--- src/rtl/dac_bus_arbiter_pkg.sv ---
// Shared types for the DAC bus arbiter: FSM state encoding.
package dac_bus_arbiter_pkg;

    localparam int unsigned STATE_WID = 2;

    typedef enum logic [STATE_WID-1:0] {
        StIdle    = 2'd0,
        StBusy    = 2'd1,
        StRelease = 2'd2,
        StGap     = 2'd3
    } arb_state_e;

endpackage

--- src/rtl/rr_pick.sv ---
// Combinational round-robin picker: first set request scanning upward from last+1, wrapping.
module rr_pick #(
    parameter int unsigned N     = 3,
    parameter int unsigned IDX_W = $clog2(N)
) (
    input  logic [N-1:0]     req,
    input  logic [IDX_W-1:0] last,
    output logic             valid,
    output logic [IDX_W-1:0] idx,
    output logic [N-1:0]     onehot
);

    int unsigned w_cand;

    always_comb begin
        valid  = 1'b0;
        idx    = '0;
        onehot = '0;
        w_cand = 0;
        for (int unsigned k = 1; k <= N; k++) begin
            w_cand = (32'(last) + k) % N;
            if (!valid && req[IDX_W'(w_cand)]) begin
                valid = 1'b1;
                idx   = IDX_W'(w_cand);
            end
        end
        if (valid) begin
            onehot[idx] = 1'b1;
        end
    end

endmodule

--- src/rtl/dac_bus_arbiter.sv ---
// Round-robin arbiter sharing one DAC SPI master between NREQ requesters,
// with a forced idle gap on the DAC bus between transactions.
module dac_bus_arbiter
    import dac_bus_arbiter_pkg::*;
#(
    parameter int unsigned NREQ                 = 3,
    parameter int unsigned DAC_WID              = 24,
    parameter int unsigned DAC_WAIT_BETWEEN_CMD = 10,
    parameter int unsigned TIMER_WID            = 4
) (
    input  logic                    clk,
    input  logic                    rst_L,
    input  logic [NREQ-1:0]         arm,
    input  logic [NREQ*DAC_WID-1:0] to_dac,
    output logic [DAC_WID-1:0]      from_dac,
    output logic [NREQ-1:0]         finished,
    output logic [NREQ-1:0]         grant,
    output logic                    dac_arm,
    output logic [DAC_WID-1:0]      dac_to_dac,
    input  logic [DAC_WID-1:0]      dac_from_dac,
    input  logic                    dac_finished
);

    localparam int unsigned IDX_W = $clog2(NREQ);
    localparam logic [TIMER_WID-1:0] GAP_LAST =
        TIMER_WID'((DAC_WAIT_BETWEEN_CMD == 0) ? 0 : DAC_WAIT_BETWEEN_CMD - 1);

    arb_state_e           r_state, w_state_d;
    logic [NREQ-1:0]      r_grant, w_grant_d;
    logic [IDX_W-1:0]     r_last, w_last_d;
    logic                 r_dac_arm, w_dac_arm_d;
    logic [DAC_WID-1:0]   r_word, w_word_d;
    logic [TIMER_WID-1:0] r_cnt, w_cnt_d;
    logic                 r_abort, w_abort_d;

    logic                 w_pick_valid;
    logic [IDX_W-1:0]     w_pick_idx;
    logic [NREQ-1:0]      w_pick_onehot;
    logic [DAC_WID-1:0]   w_pick_word;

    rr_pick #(
        .N     (NREQ),
        .IDX_W (IDX_W)
    ) u_rr_pick (
        .req    (arm),
        .last   (r_last),
        .valid  (w_pick_valid),
        .idx    (w_pick_idx),
        .onehot (w_pick_onehot)
    );

    always_comb begin
        w_pick_word = '0;
        for (int unsigned i = 0; i < NREQ; i++) begin
            if (w_pick_idx == IDX_W'(i)) begin
                w_pick_word = to_dac[i*DAC_WID +: DAC_WID];
            end
        end
    end

    always_comb begin
        w_state_d   = r_state;
        w_grant_d   = r_grant;
        w_last_d    = r_last;
        w_dac_arm_d = r_dac_arm;
        w_word_d    = r_word;
        w_cnt_d     = r_cnt;
        w_abort_d   = r_abort;
        case (r_state)
            StIdle: begin
                if (w_pick_valid) begin
                    w_grant_d   = w_pick_onehot;
                    w_last_d    = w_pick_idx;
                    w_word_d    = w_pick_word;
                    w_dac_arm_d = 1'b1;
                    w_state_d   = StBusy;
                end
            end
            StBusy: begin
                // An aborted frame still runs to completion; its finished pulse is masked.
                if (!arm[r_last] || r_abort) begin
                    if (dac_finished) begin
                        w_dac_arm_d = 1'b0;
                        w_state_d   = StRelease;
                    end else begin
                        w_abort_d = 1'b1;
                    end
                end
            end
            StRelease: begin
                if (!dac_finished) begin
                    w_grant_d = '0;
                    w_cnt_d   = '0;
                    w_abort_d = 1'b0;
                    w_state_d = (DAC_WAIT_BETWEEN_CMD == 0) ? StIdle : StGap;
                end
            end
            StGap: begin
                w_cnt_d = r_cnt + 1'b1;
                if (r_cnt == GAP_LAST) begin
                    w_state_d = StIdle;
                end
            end
            default: begin
                w_state_d   = StIdle;
                w_grant_d   = '0;
                w_dac_arm_d = 1'b0;
                w_abort_d   = 1'b0;
            end
        endcase
    end

    always_ff @(posedge clk) begin
        if (!rst_L) begin
            r_state   <= StIdle;
            r_grant   <= '0;
            r_last    <= IDX_W'(NREQ - 1);
            r_dac_arm <= 1'b0;
            r_word    <= '0;
            r_cnt     <= '0;
            r_abort   <= 1'b0;
        end else begin
            r_state   <= w_state_d;
            r_grant   <= w_grant_d;
            r_last    <= w_last_d;
            r_dac_arm <= w_dac_arm_d;
            r_word    <= w_word_d;
            r_cnt     <= w_cnt_d;
            r_abort   <= w_abort_d;
        end
    end

    assign from_dac   = dac_from_dac;
    assign finished   = r_abort ? '0 : (r_grant & {NREQ{dac_finished}});
    assign grant      = r_grant;
    assign dac_arm    = r_dac_arm;
    assign dac_to_dac = r_word;

endmodule
--- config.mk ---
export PLATFORM = sky130hd
export DESIGN_NAME = dac_bus_arbiter
export DESIGN_NICKNAME = d
export VERILOG_FILES = /design/src/rtl/dac_bus_arbiter_pkg.sv /design/src/rtl/rr_pick.sv /design/src/rtl/dac_bus_arbiter.sv
export SDC_FILE = /design/constraint.sdc
export NUM_CORES = 1
export LEC_CHECK = 0
export CORE_MARGIN = 3
export CORE_UTILIZATION = 38
export CTS_CLUSTER_DIAMETER = 60
export DETAILED_ROUTE_END_ITERATION = 8
export GPL_ROUTABILITY_DRIVEN = 0
export GPL_TIMING_DRIVEN = 0
export PLACE_DENSITY = 0.9
export REMOVE_ABC_BUFFERS = 1
export SLEW_MARGIN = 15
export SYNTH_ARGS = -nofsm -noshare
export SYNTH_HDL_FRONTEND = slang
export SYNTH_HIERARCHICAL = 1
export SYNTH_SLANG_ARGS = --single-unit
--- constraint.sdc ---
create_clock -name clk -period 2.9 [get_ports clk]
set_input_delay 0.58 -clock clk [delete_from_list [all_inputs] [get_ports clk]]
set_output_delay 0.58 -clock clk [all_outputs]
set_load 0.02 [all_outputs]
==> impl_results.md <==
* Status: complete, no violations
* Sw Share at 42.7%
* Synth top cells by count: 48 x nand2_1, 37 x dfxtp_1, 29 x buf_4, 28 x mux2i_1, 26 x o211a_1
* Clock Tree Root: clkbuf_8
* Die Ht at between 80 and 90 um
* Worst r2r dst: dac_to_dac[17]$_SDFFE_PN0P_
* Endpoint type of the worst setup path: register
* Starting Density at about two fifths
* Area leader, netlist: dfxtp_1
* Worst Path Max Fanout at 18
* Main combinational cell family by area after synthesis: compound AO/OA/AOI/OAI gates
* Chip Width at approximately 89 um
* Routed WL at approximately 7600 um
* CP required at roughly 3.1 ns
* Core ar. at between 6000 and 7000 um^2
* Top cells by area, synth: dfxtp_1 28%, mux2i_1 11%, o211a_1 9.9%
* Post-synth EDFFs at 0
* Clock power frac at 14.5%
* Port-buffer cells at about 110
* Most numerous cell in the Yosys netlist: nand2_1
* Max Clk Rate at 375 MHz
* Largest net degree at the start of global routing at 40
* Num CTS Buffers at 5
* Grt total ovfl at 0
* CP Class: input port to register
* Area growth, synth to finish at 40.5%
* Avg Cell Area, Syn at approximately 9 um^2
* Max VDD drop at about 0.48 mV
* Layout cells sized above 1 at 11.2%
* Post-Synthesis Cell Area at 2640 um^2
* Die area at 7980 um^2
* Area share of and/or/nand/nor cells after synthesis at between 10% and 20%
* Max Root-Sink Buffers at 2
* Ys Warns at 6
* Leak at ~1.6 nW
* Hold Path Sink: grant[2]$_SDFFE_PN0P_
* Register area share after synthesis at between 20 and 30%
* Rel. slew slack at between 50 and 60%
* Placed insts at between 400 and 500
* GR Util All Layers at 18.5%
* Site Rows at 29
* Layout Nets at ~480
* Iteration-0 DRC Markers at approximately 130
* Synth Area in Compound Gates at 27.9%
* Final antenna-violating net count at 0
* Vias post-DR at around 2400
* Final hold violations at 0
* Yosys reg bits at 37
* Clock transition at path regs at 0.08 ns
* Hold_buf cts at 0
* Seq pwr share at between 20% and 30%
* Setup skew after layout at roughly 0.0067 ns
* Cell internal pwr at ~0.0021 W
* Latest clock arrival within the worst-skew pair at slightly below 0.3 ns
* CTS tree: built
* Hpwl dp at 5400 um
* NetSw at 0.00157 W
* Hold Crit Start: grant[2]$_SDFFE_PN0P_
* 1st-pass router iterations at 5
* Fill count at 565
* Post-DP Area at 3530 um^2
* Vias/cell at ~5.5
* DRC viols at 0
* Worst slew pin tran at 0.704 ns
* Hold WC Path Type: register to register
* Diode count at 0
* Max-slew violation count at 0
* Htree depth at 2
* Vias in the first global route at around 2400
* Adder-Cell Fraction of Synth Area at 4.27%
* Clk sinks at 37
* Crit start category: input port
* Final hold slack at around 0.48 ns
* First-pass GRT wire length at roughly 11000 um
* WP data arrival at between 2 and 3 ns
* Netlist cell types at 36
* Mux cell area share after synthesis at between 10% and 20%
* Top cell type's share of synthesized area at 28.1%
* Hold Path Stages at 2
* Post-synthesis xor/xnor area fraction at 0%
* Final cell count without fillers at ~440
* Maxcap violations at 0
* Initial antenna violation count at 0
* Post-Synthesis Cells at between 200 and 300
* Ys async rst share at 0%
* Synth Flop Type: dfxtp_1
* PD cells at 990 nW/um^2
* R2R Path Start: r_last[0]$_SDFFE_PN0P_
* Comb pwr share at a little under two thirds
* Final setup viols at 0
* Minimum clock period at about 2.7 ns
* WL/cell at between 15 and 20 um
* RSZ-0062 raised after global routing: false
* Final worst-path cycle share at just over 90%
* Finished Cell Area at 3710 um^2
* Worst R2R Setup Slack at 0.28 ns
* Io pins at 157
* Cells on worst reg2reg path at 11
-- logic make-up (layout without fill, tap and decap cells) --
group / count (synthesis) / count (layout)
buffers and inverters: 55 / 128
muxes: 28 / 28
DFF: 37 / 37
AOI/OAI and AO/OA: 81 / 81
adders and majority gates: 9 / 9
and+or+nand+nor: 82 / 84
-- sequential cells by signal (all words and copies together) (netlist names) --
name	cells
r_last	2
dac_to_dac	24
r_abort	1
r_cnt	4
r_state	2
grant	3
dac_arm	1
-- metrics by stage --
stage | total power [W] | util [%] | setup TNS, ns | setup slack [ns]
after floorplan | 0.00221 | - | -20.45 | -0.846
after global placement | 0.00287 | 53.1 | -57.08 | -2.30
after detailed placement | 0.00305 | 54.1 | -13.26 | -0.569
after CTS | 0.00364 | 56.4 | 0 | 0.00875
after global routing | 0.00393 | 56.8 | 0 | 0.0151
final | 0.00367 | 56.8 | 0 | 0.234
-- critical path: stages --
cell and delay [ns]:
clkdlybuf4s50_1 0.53, nor2b_1 0.20, o21ai_1 0.17, nand4_1 0.20, a21boi_4 0.25, buf_16 0.19
nor2b_4 0.40, nand2_1 0.12, o211ai_2 0.09, o211a_1 0.16
-- worst max-delay path by stage --
| stage | startpoint | end | slack, ns |
|---|---|---|---|
| global placement | arm[2] | dac_to_dac[9]$_SDFFE_PN0P_ | -2.30 |
| floorplan | r_last[0]$_SDFFE_PN0P_ | dac_to_dac[0]$_SDFFE_PN0P_ | -0.85 |
| CTS | arm[2] | dac_to_dac[18]$_SDFFE_PN0P_ | 0.009 |
| detailed placement | arm[1] | dac_to_dac[20]$_SDFFE_PN0P_ | -0.57 |
| finish | arm[1] | dac_to_dac[17]$_SDFFE_PN0P_ | 0.23 |
| global route | r_last[0]$_SDFFE_PN0P_ | dac_to_dac[13]$_SDFFE_PN0P_ | 0.02 |
-- cell usage in the layout (no fill, tap or decap), types with 4 or more instances in the layout --
cell / n
o211ai_2: 20
nand4_1: 5
ha_1: 9
o211ai_1: 4
inv_1: 9
a21oi_1: 4
nand2_1: 48
clkbuf_8: 5
mux2i_1: 28
nor2b_1: 7
o211a_1: 25
dfxtp_1: 37
clkdlybuf4s50_1: 107
and2_1: 5
o21ai_0: 11
nor2_1: 6
-- layout make-up --
class                           count  area, um^2  share of cell area [%]
Clock inverter                      3        65.1                    1.75
Timing Repair Buffer              111        1140                    30.7
Inverter                            9        33.8                   0.911
Clock buffer                        5        68.8                    1.86
Sequential cell                    37         741                    20.0
Tap cell                           77        96.3                    2.60
Multi-Input combinational cell    202        1570                    42.2
-- per-layer routing --
layer / share of wire (%) / vias up / GRT usage (%)
li1: - / 1171 / -
met1: 39 / 1124 / 20.8
met2: 49 / 131 / 31.2
met3: 11 / 4 / 9.77
met4: 0.54 / 0 / 3.65
met5: 0 / - / 2.60
-- power by group through the flow --
| stage | combinational [W] | clock (W) | sequential, W |
|---|---|---|---|
| finish | 0.00233 | 0.000533 | 0.000804 |
| global route | 0.00253 | 0.000569 | 0.000828 |
| CTS | 0.00229 | 0.000543 | 0.000804 |
| detailed placement | 0.00224 | 0 | 0.000813 |
| global placement | 0.00207 | 0 | 0.000802 |
| floorplan | 0.00124 | 0 | 0.000975 |
-- repair_timing --
action	in CTS	in global routing
pin swaps	1	1
setup buffers	1	0
setup endpoints to repair	24	26
gates cloned	1	1
resized for setup	1	3
Power figures use the tool's default switching activity.
